### src/rtl/escalonador_round_robin.sv
// Round-robin process scheduler: per-slot state/PC table, instruction-counted
// quantum, and a req/ack context-switch handshake toward the PC logic.
module escalonador_round_robin #(
  parameter  int NUM_PROC = 8,
  parameter  int QUANTUM  = 16,
  parameter  int PC_W     = 32,
  localparam int ID_W     = $clog2(NUM_PROC),
  localparam int QW       = $clog2(QUANTUM) + 1
) (
  input  logic            clock,
  input  logic            reset,
  input  logic            enable,
  input  logic            instr_retired,
  input  logic [PC_W-1:0] pc_retorno,
  input  logic            proc_create,
  input  logic [ID_W-1:0] proc_create_id,
  input  logic [PC_W-1:0] proc_create_pc,
  input  logic            instr_io,
  input  logic            io_done,
  input  logic [ID_W-1:0] io_done_id,
  input  logic            fim_processo,
  input  logic            troca_ack,
  output logic            troca_contexto,
  output logic [ID_W-1:0] processo_atual,
  output logic [PC_W-1:0] pc_restaurar,
  output logic            ocioso,
  output logic            todos_fim,
  output logic [QW-1:0]   quantum_restante
);

  typedef enum logic [2:0] {ST_IDLE, ST_SELECT, ST_SWITCH, ST_RUN, ST_WAIT_IO} state_t;
  typedef enum logic [1:0] {SLOT_EMPTY, SLOT_READY, SLOT_BLOCKED, SLOT_FINISHED} slot_t;

  state_t          state_q, state_d;
  slot_t           slot_q   [NUM_PROC];
  slot_t           slot_d   [NUM_PROC];
  logic [PC_W-1:0] pc_tab_q [NUM_PROC];
  logic [PC_W-1:0] pc_tab_d [NUM_PROC];
  logic [ID_W-1:0] atual_q, atual_d;
  logic [PC_W-1:0] pc_q, pc_d;
  logic            todos_q, todos_d;
  logic [QW-1:0]   quantum_q, quantum_d;

  logic            create_ok, io_ok, in_run, expire, run_exit;
  logic            sel_found, any_blocked, any_finished;
  logic [ID_W-1:0] sel_id, cand;

  assign create_ok = proc_create &&
                     (slot_q[proc_create_id] == SLOT_EMPTY ||
                      slot_q[proc_create_id] == SLOT_FINISHED);
  assign io_ok     = io_done && (slot_q[io_done_id] == SLOT_BLOCKED);
  assign in_run    = (state_q == ST_RUN);
  assign expire    = in_run && instr_retired && (quantum_q == QW'(1));
  assign run_exit  = in_run && (fim_processo || instr_io || expire);

  // Search order starts one past the current process and ends on it.
  always_comb begin
    sel_found    = 1'b0;
    sel_id       = '0;
    cand         = '0;
    any_blocked  = 1'b0;
    any_finished = 1'b0;
    for (int unsigned i = 1; i <= NUM_PROC; i++) begin
      cand = atual_q + ID_W'(i);
      if (!sel_found && slot_q[cand] == SLOT_READY) begin
        sel_found = 1'b1;
        sel_id    = cand;
      end
    end
    for (int unsigned i = 0; i < NUM_PROC; i++) begin
      if (slot_q[i] == SLOT_BLOCKED)  any_blocked  = 1'b1;
      if (slot_q[i] == SLOT_FINISHED) any_finished = 1'b1;
    end
  end

  always_ff @(posedge clock) begin
    if (reset) state_q <= ST_IDLE;
    else       state_q <= state_d;
  end

  always_comb begin
    state_d = state_q;
    unique case (state_q)
      ST_IDLE:    if (enable) state_d = ST_SELECT;
      ST_SELECT: begin
        if (sel_found)        state_d = ST_SWITCH;
        else if (any_blocked) state_d = ST_WAIT_IO;
        else                  state_d = ST_IDLE;
      end
      ST_SWITCH:  if (troca_ack) state_d = ST_RUN;
      ST_RUN:     if (run_exit)  state_d = ST_SELECT;
      // sel_found also catches a slot readied during the SELECT cycle itself.
      ST_WAIT_IO: if (create_ok || io_ok || sel_found) state_d = ST_SELECT;
      default:    state_d = ST_IDLE;
    endcase
    if (!enable) state_d = ST_IDLE;
  end

  always_comb begin
    troca_contexto   = (state_q == ST_SWITCH);
    ocioso           = (state_q == ST_WAIT_IO);
    processo_atual   = atual_q;
    pc_restaurar     = pc_q;
    todos_fim        = todos_q;
    quantum_restante = quantum_q;
  end

  // Slot writes never collide: each update is gated on a distinct current state.
  always_comb begin
    slot_d   = slot_q;
    pc_tab_d = pc_tab_q;
    if (create_ok) begin
      slot_d[proc_create_id]   = SLOT_READY;
      pc_tab_d[proc_create_id] = proc_create_pc;
    end
    if (io_ok) slot_d[io_done_id] = SLOT_READY;
    if (in_run) begin
      if (fim_processo) begin
        slot_d[atual_q] = SLOT_FINISHED;
      end else if (instr_io) begin
        slot_d[atual_q]   = SLOT_BLOCKED;
        pc_tab_d[atual_q] = pc_retorno;
      end else if (expire) begin
        pc_tab_d[atual_q] = pc_retorno;
      end
    end
  end

  always_comb begin
    atual_d   = atual_q;
    pc_d      = pc_q;
    todos_d   = todos_q;
    quantum_d = quantum_q;
    if (state_q == ST_SELECT && sel_found) begin
      atual_d = sel_id;
      pc_d    = pc_tab_q[sel_id];
    end
    if (create_ok)
      todos_d = 1'b0;
    else if (state_q == ST_SELECT && !sel_found && !any_blocked && any_finished)
      todos_d = 1'b1;
    if (state_q == ST_SWITCH && troca_ack)
      quantum_d = QW'(QUANTUM);
    else if (in_run && instr_retired)
      quantum_d = quantum_q - QW'(1);
  end

  always_ff @(posedge clock) begin
    if (reset) begin
      for (int unsigned i = 0; i < NUM_PROC; i++) begin
        slot_q[i]   <= SLOT_EMPTY;
        pc_tab_q[i] <= '0;
      end
      atual_q   <= '0;
      pc_q      <= '0;
      todos_q   <= 1'b0;
      quantum_q <= QW'(QUANTUM);
    end else begin
      slot_q    <= slot_d;
      pc_tab_q  <= pc_tab_d;
      atual_q   <= atual_d;
      pc_q      <= pc_d;
      todos_q   <= todos_d;
      quantum_q <= quantum_d;
    end
  end

endmodule

### config.mk
export PLATFORM = sky130hd
export DESIGN_NAME = escalonador_round_robin
export DESIGN_NICKNAME = d
export VERILOG_FILES = /design/src/rtl/escalonador_round_robin.sv
export SDC_FILE = /design/constraint.sdc
export NUM_CORES = 1
export LEC_CHECK = 0
export ABC_AREA = 1
export CAP_MARGIN = 20
export CORE_UTILIZATION = 55
export DETAILED_ROUTE_END_ITERATION = 12
export GPL_TIMING_DRIVEN = 1
export PLACE_DENSITY = 0.75
export REMOVE_ABC_BUFFERS = 1
export SETUP_SLACK_MARGIN = 0.3
export SLEW_MARGIN = 20
export SYNTH_ARGS = -nofsm -noshare
export SYNTH_HDL_FRONTEND = slang
export SYNTH_SLANG_ARGS = --single-unit
### constraint.sdc
create_clock -name clock -period 3.9 [get_ports clock]
set_input_delay 0.78 -clock clock [delete_from_list [all_inputs] [get_ports clock]]
set_output_delay 0.78 -clock clock [all_outputs]
set_load 0.1 [all_outputs]
==> reports/results.env, run 1 <==
LAYOUT.CELLS.MOST_COMMON='sky130_fd_sc_hd__nand2_1'
GROUTE.LAYER.MET2.USAGE_PCT=55.2
RSZ0062_AT_GRT='yes'
MAX-CLOCK-PATH-BUFFERS=3
ROWS=67
DIE_Y_UM=188
DETAIL-ROUTE-ANTENNA-NETS=0
SYNTH_EDF_COUNT=0
CRITPATHREQUIREDTIME_NS=4.39
GRT_USE_TOTAL_PCT=33.3
SYNTH_XOR_AREA_SHARE_PCT=0.184
RANKING_OF_SYNTHESIZED_CELLS_BY_AREA='sky130_fd_sc_hd__dfxtp_1 (33%), sky130_fd_sc_hd__mux2_2 (9.4%), sky130_fd_sc_hd__nand2_1 (9.0%), sky130_fd_sc_hd__o21bai_1 (8.7%), sky130_fd_sc_hd__inv_1 (8.7%)'
END_KIND='flip-flop'
HOLD_PATH.CLASS='flip-flop to flip-flop'
BUFFER_PORTS.INSERTED=121
DIEAREA_UM2=35400
AVERAGE_VIA_COUNT_PER_STANDARD_CELL=5.90
INITIAL_CORE_UTIL_PCT=56.4
WL_UM=60600
SYNTH.YOSYS.SEQ_AREA_SHARE_PCT=33.2
WORST_SETUP_PATH_START_KIND='primary input'
LAYOUT-AREA-OVERHEAD-VS-SYNTH_PCT=15.8
SYNTH_LARGEST_TYPE_AREA_FRACTION_PCT=33.2
SYNTHCELLS=2693
SYN-MEAN-INSTANCE-AREA_UM2=7.08
CTS_ROOT_BUFFER='sky130_fd_sc_hd__clkbuf_16'
FINALHOLDVIOLATIONS=0
SYNTH_LARGEST_AREA_CELL='sky130_fd_sc_hd__dfxtp_1'
FINAL_LAYOUT_SIZE_SUFFIX_GT1_SHARE_PCT=12.7
ASYNC_FLOP_SHARE_PCT=0
VIAS=19000
POSTSYNTH.TOPFLOPCELL='sky130_fd_sc_hd__dfxtp_1'
CLOCK_SKEW_NS=0.0307
FINALWORSTPATHREQUIREDPERIOD_NS=3.38
SYN_AREA_UM2=19100
FINAL_MAX_SLEW_VIOL_COUNT=0
GRT_MAX_DEGREE=102
GRT-OVFL-TOTAL=0
DIE_W_UM=188
GRT_USE_MET3_PCT=4.96
CRITPATHARRIVALTIME_NS=3.86
CRITICALPATHCATEGORY='primary input to flip-flop'
INITIAL_ANTENNA_VIOLATION_COUNT=2
FINALSETUPVIOLCOUNT=0
SYNTH_TOP_FAMILY_BY_AREA='compound AO/OA/AOI/OAI gates'
DPL.HPWL_UM=36000
GRT_FIRST_PASS_WIRELENGTH_UM=95400
PERIOD_SHARE_PCT=86.6
SYNTH_COMPOUND_AREA_SHARE_PCT=24.9
SYNTHADDERAREAFRAC_PCT=0.525
CLOCK-SINKS=316
SYNTH-SIMPLE-AREA-SHARE_PCT=18.1
TIGHTEST_PIN_TRANSITION_NS=0.984
SEQ_AREA_UM2=6330
DISTINCT_CELL_TYPE_COUNT_OF_THE_SYNTHESIZED_NETLIST=40
SYNTH-SEQ-CELLS=316
FIRST_ITER_VIOLATIONS=1947
CLKLATENCYLATEPIN_NS=0.54
GRT_BUSIEST_LAYER='met2'
POSTLAYOUTCOREUTIL_PCT=65.3
FINALWEIGHTEDCONGESTION=0.918
DETAIL_ROUTE.FIRST_PASS.ITERATIONS=5
TRITONCTS='done'
CLK_TRANSITION_REPORTED_PATHS_NS=0.06
CTSHOLDBUFFERS=0
DESIGN.PORTCOUNT=122
WL_PER_CELL_UM=18.9
FMAX_GHz=0.296
COREAREA_UM2=33800
CP_MAX_FO=14
GRT_UTIL_MET1_PCT=43.1
DRV_CAP=0
MULTI_INPUT_COMB_AREA_UM2=10200
YOSYS_WARNINGS=0
HTREE_NUM_LEVELS=2
CTS-BUFFERS-INSERTED=37
TIMING.REG2REG.WORST_PATH_DEPTH=17
COMMONEST_CELLS_AFTER_ROUTING_FILL_AND_TAPS_ASIDE='sky130_fd_sc_hd__nand2_1 (455), sky130_fd_sc_hd__inv_1 (439), sky130_fd_sc_hd__dfxtp_1 (316)'
HOLD-WORST-SLACK_NS=0.497
FILLERS=2911
TIMING.HOLD.WORST_PATH_DEPTH=2
POST_SYNTH_MUX_AREA_SHARE_PCT=9.39
RELSLEWSLACK_PCT=34.2
DRT_DRC_VIOLATIONS_LEFT=0
NUM-NETS-FINAL=2824
STATUS='complete, no violations'
FIRST_GLOBAL_VIAS=18300
-- what timing repair did --
action / 4_1_cts / 5_1_grt
pin swaps: 0 / 1
endpoints found under the setup margin: 6 / 52
cloned: 0 / 2
resized for setup: 0 / 15
buffers inserted: 0 / 4
-- area by class of cell --
cell class | count | share of cell area, %
tap | 448 | 2.54
sequential | 316 | 28.7
timing repair buffer | 184 | 8.93
multi-input combinational | 1748 | 46.4
clock buffer | 53 | 4.79
inverter | 450 | 7.72
antenna | 5 | 0.0567
clock inverter | 10 | 0.913
-- final timing paths --
kind / from / endpoint / slack (ns)
max: proc_create_id[0] / pc_tab_q[34]$_SDFF_PP0_ / 0.52
min: quantum_restante[4]$_SDFFE_PP1P_ / quantum_restante[4]$_SDFFE_PP1P_ / 0.50
max reg2reg: processo_atual[0]$_SDFFE_PP0P_ / pc_restaurar[7]$_SDFFE_PP0P_ / 0.54
min reg2reg: quantum_restante[4]$_SDFFE_PP1P_ / quantum_restante[4]$_SDFFE_PP1P_ / 0.50
-- flip-flops by register name, summed over array words and instances (netlist names) --
| signal | cells |
|---|---|
| quantum_restante | 5 |
| state_q | 3 |
| pc_restaurar | 32 |
| processo_atual | 3 |
| slot_q | 16 |
| todos_fim | 1 |
| pc_tab_q | 256 |
-- logic make-up after synthesis --
group                      count (synthesis)
buffers and inverters                    630
DFF                                      316
muxes                                    159
xor gates and xnor gates                   4
AOI/OAI and AO/OA                        762
and+or+nand+nor                          814
adders and majority gates                  8
-- metal layers --
metal  vias up  routed length (um)
met2       943               27900
met4         0                2070
met1      8951               25200
met3       163                5490
li1       8910                   -
met5         -                   0
-- worst max-delay path, stage by stage --
cell and delay [ns]:
sky130_fd_sc_hd__clkdlybuf4s50_1 0.60, sky130_fd_sc_hd__inv_1 0.17, sky130_fd_sc_hd__nor3_1 0.35, sky130_fd_sc_hd__a22oi_1 0.13
sky130_fd_sc_hd__nand4_1 0.14, sky130_fd_sc_hd__xnor2_1 0.09, sky130_fd_sc_hd__nand2_1 0.13, sky130_fd_sc_hd__clkinv_1 0.28
sky130_fd_sc_hd__nand2_2 0.21, sky130_fd_sc_hd__buf_4 0.22, sky130_fd_sc_hd__buf_4 0.24, sky130_fd_sc_hd__nor2_1 0.08
sky130_fd_sc_hd__o21ai_0 0.24, sky130_fd_sc_hd__o211ai_1 0.12, sky130_fd_sc_hd__inv_1 0.07
-- synthesized netlist by cell type (4+ instances only) --
| cell type | count |
|---|---|
| sky130_fd_sc_hd__a21oi_1 | 113 |
| sky130_fd_sc_hd__a221oi_1 | 4 |
| sky130_fd_sc_hd__a31oi_1 | 11 |
| sky130_fd_sc_hd__buf_1 | 9 |
| sky130_fd_sc_hd__buf_2 | 35 |
| sky130_fd_sc_hd__buf_4 | 12 |
| sky130_fd_sc_hd__buf_6 | 20 |
| sky130_fd_sc_hd__clkbuf_1 | 104 |
| sky130_fd_sc_hd__dfxtp_1 | 316 |
| sky130_fd_sc_hd__ha_1 | 8 |
| sky130_fd_sc_hd__inv_1 | 440 |
| sky130_fd_sc_hd__inv_2 | 8 |
| sky130_fd_sc_hd__mux2_2 | 159 |
| sky130_fd_sc_hd__nand2_1 | 459 |
| sky130_fd_sc_hd__nand3_1 | 192 |
| sky130_fd_sc_hd__nand3_2 | 5 |
| sky130_fd_sc_hd__nand4_1 | 9 |
| sky130_fd_sc_hd__nor2_1 | 118 |
| sky130_fd_sc_hd__nor3_1 | 13 |
| sky130_fd_sc_hd__o211ai_1 | 44 |
| sky130_fd_sc_hd__o211ai_2 | 29 |
| sky130_fd_sc_hd__o21ai_0 | 310 |
| sky130_fd_sc_hd__o21ai_1 | 15 |
| sky130_fd_sc_hd__o21bai_1 | 221 |
| sky130_fd_sc_hd__o22ai_1 | 7 |
| sky130_fd_sc_hd__or2_2 | 5 |
-- per-stage QoR --
stage	TNS [ns]	setup WS (ns)	cell area [um2]	std cells
floorplan	-222.98	-2.75	18100	2513
global placement	0	0.178	20700	3139
detailed placement	0	0.0363	20700	3139
CTS	0	0.279	21900	3202
global route	0	0.288	22100	3211
finish	0	0.523	22100	3214
Power of run 1 is not shown: default switching activity piles up to over one toggle a cycle in this logic, so the estimate is an artifact.
==> inputs of run 2 (changes only) <==
--- a/config.mk
+++ b/config.mk
@@ -13,6 +13,7 @@
 export PLACE_DENSITY = 0.75
 export REMOVE_ABC_BUFFERS = 1
 export SETUP_SLACK_MARGIN = 0.3
+export SKIP_CTS_REPAIR_TIMING = 1
 export SLEW_MARGIN = 20
 export SYNTH_ARGS = -nofsm -noshare
 export SYNTH_HDL_FRONTEND = slang
==> reports/results.env, run 2 (synthesis gave the netlist of run 1 again) <==
DIE_W_UM=188
DESIGN.PORTCOUNT=122
FILLERS=2912
COMMONEST_CELLS_AFTER_ROUTING_FILL_AND_TAPS_ASIDE='sky130_fd_sc_hd__nand2_1 (455), sky130_fd_sc_hd__inv_1 (439), sky130_fd_sc_hd__dfxtp_1 (316)'
HTREE_NUM_LEVELS=2
CLK_TRANSITION_REPORTED_PATHS_NS=0.06
RSZ0062_AT_GRT='yes'
CP_MAX_FO=14
END_KIND='flip-flop'
FINAL_MAX_SLEW_VIOL_COUNT=0
INITIAL_ANTENNA_VIOLATION_COUNT=2
CRITPATHARRIVALTIME_NS=3.87
FINALSETUPVIOLCOUNT=0
FIRST_GLOBAL_VIAS=18300
MAX_FLOP_REGISTER='pc_tab_q'
CTS_ROOT_BUFFER='sky130_fd_sc_hd__clkbuf_16'
FINAL_LAYOUT_SIZE_SUFFIX_GT1_SHARE_PCT=12.7
CLOCK_SKEW_NS=0.0310
TRITONCTS='done'
PERIOD_SHARE_PCT=86.9
STATUS='complete, no violations'
PLACE_WS_NS=0.0363
FINALWORSTPATHREQUIREDPERIOD_NS=3.39
FINALWEIGHTEDCONGESTION=0.918
AVERAGE_VIA_COUNT_PER_STANDARD_CELL=5.94
WL_UM=60700
DRT_DRC_VIOLATIONS_LEFT=0
DIE_Y_UM=188
NUM-NETS-FINAL=2824
DETAIL-ROUTE-ANTENNA-NETS=0
WL_PER_CELL_UM=18.9
COREAREA_UM2=33800
GRT_FIRST_PASS_WIRELENGTH_UM=95400
GRT_USE_TOTAL_PCT=33.3
DETAIL_ROUTE.FIRST_PASS.ITERATIONS=6
DPL.HPWL_UM=36000
VIAS=19100
DRV_CAP=0
FINAL.SETUP.TNS_NS=0
HOLD-WORST-SLACK_NS=0.497
CTS-BUFFERS-INSERTED=37
SETUP_WS_POST_LAYOUT_NS=0.512
ROWS=67
MAX-CLOCK-PATH-BUFFERS=3
CRITPATHREQUIREDTIME_NS=4.39
GRT_MAX_DEGREE=102
HOLD_PATH.CLASS='flip-flop to flip-flop'
LAYOUT-AREA-OVERHEAD-VS-SYNTH_PCT=15.8
FMAX_GHz=0.295
GRT-OVFL-TOTAL=0
POST-PLACE-CELLS=3139
LARGEST_REGISTER_FF_COUNT=256
RELSLEWSLACK_PCT=34.2
INITIAL_CORE_UTIL_PCT=56.4
DIEAREA_UM2=35400
CRITICALPATHCATEGORY='primary input to flip-flop'
CLOCK-SINKS=316
WORST_SETUP_PATH_START_KIND='primary input'
FIRST_ITER_VIOLATIONS=1950
CLKLATENCYLATEPIN_NS=0.54
FINALHOLDVIOLATIONS=0
BUFFER_PORTS.INSERTED=121
TIGHTEST_PIN_TRANSITION_NS=0.984
LAYOUT.CELLS.MOST_COMMON='sky130_fd_sc_hd__nand2_1'
FINAL_CELLS=3212
## run 2: changes by cell type in the layout (fill, tap and decap cells not counted)
| cell | before | now |
|---|---|---|
| sky130_fd_sc_hd__diode_2 | 5 | 3 |
## run 2: final timing paths
kind	start	end	slack, ns	cells after the start
setup / recovery	proc_create_id[0]	pc_tab_q[34]$_SDFF_PP0_	0.51	15
hold / removal	quantum_restante[4]$_SDFFE_PP1P_	quantum_restante[4]$_SDFFE_PP1P_	0.50	2
setup reg to reg	processo_atual[0]$_SDFFE_PP0P_	pc_restaurar[7]$_SDFFE_PP0P_	0.54	17
hold reg to reg	quantum_restante[4]$_SDFFE_PP1P_	quantum_restante[4]$_SDFFE_PP1P_	0.50	2
## run 2: cell type report
class                           count  area (um2)  share of cell area [%]
Sequential cell                   316        6330                    28.7
Clock inverter                     10         201                   0.913
Clock buffer                       53        1060                    4.79
Antenna cell                        3        7.51                  0.0340
Inverter                          450        1700                    7.72
Multi-Input combinational cell   1748       10200                    46.4
Tap cell                          448         561                    2.54
Timing Repair Buffer              184        1970                    8.93
## run 2: per-stage QoR
stage          utilization [%]  instance area [um2]
2_1_floorplan                -                18100
3_3_place_gp              61.2                20700
3_5_place_dp              61.2                20700
4_1_cts                   64.9                21900
5_1_grt                   65.3                22100
6_report                  65.3                22100
## run 2: per-layer routing
layer / part of all wire, % / GRT usage, % / wire length (um) / vias to the layer above
li1: - / - / - / 8912
met2: 46 / 55.3 / 28000 / 989
met4: 3.5 / 13.4 / 2140 / 0
met5: 0 / 0 / 0 / -
met3: 9.5 / 4.96 / 5760 / 166
met1: 41 / 43.1 / 24900 / 9013
## run 2: critical path: stages
cell,delay [ns]
sky130_fd_sc_hd__clkdlybuf4s50_1,0.60
sky130_fd_sc_hd__inv_1,0.17
sky130_fd_sc_hd__nor3_1,0.35
sky130_fd_sc_hd__a22oi_1,0.12
sky130_fd_sc_hd__nand4_1,0.15
sky130_fd_sc_hd__xnor2_1,0.10
sky130_fd_sc_hd__nand2_1,0.13
sky130_fd_sc_hd__clkinv_1,0.28
sky130_fd_sc_hd__nand2_2,0.21
sky130_fd_sc_hd__buf_4,0.22
sky130_fd_sc_hd__buf_4,0.24
sky130_fd_sc_hd__nor2_1,0.08
sky130_fd_sc_hd__o21ai_0,0.24
sky130_fd_sc_hd__o211ai_1,0.13
sky130_fd_sc_hd__inv_1,0.07
Power of run 2 is left out for the same reason.
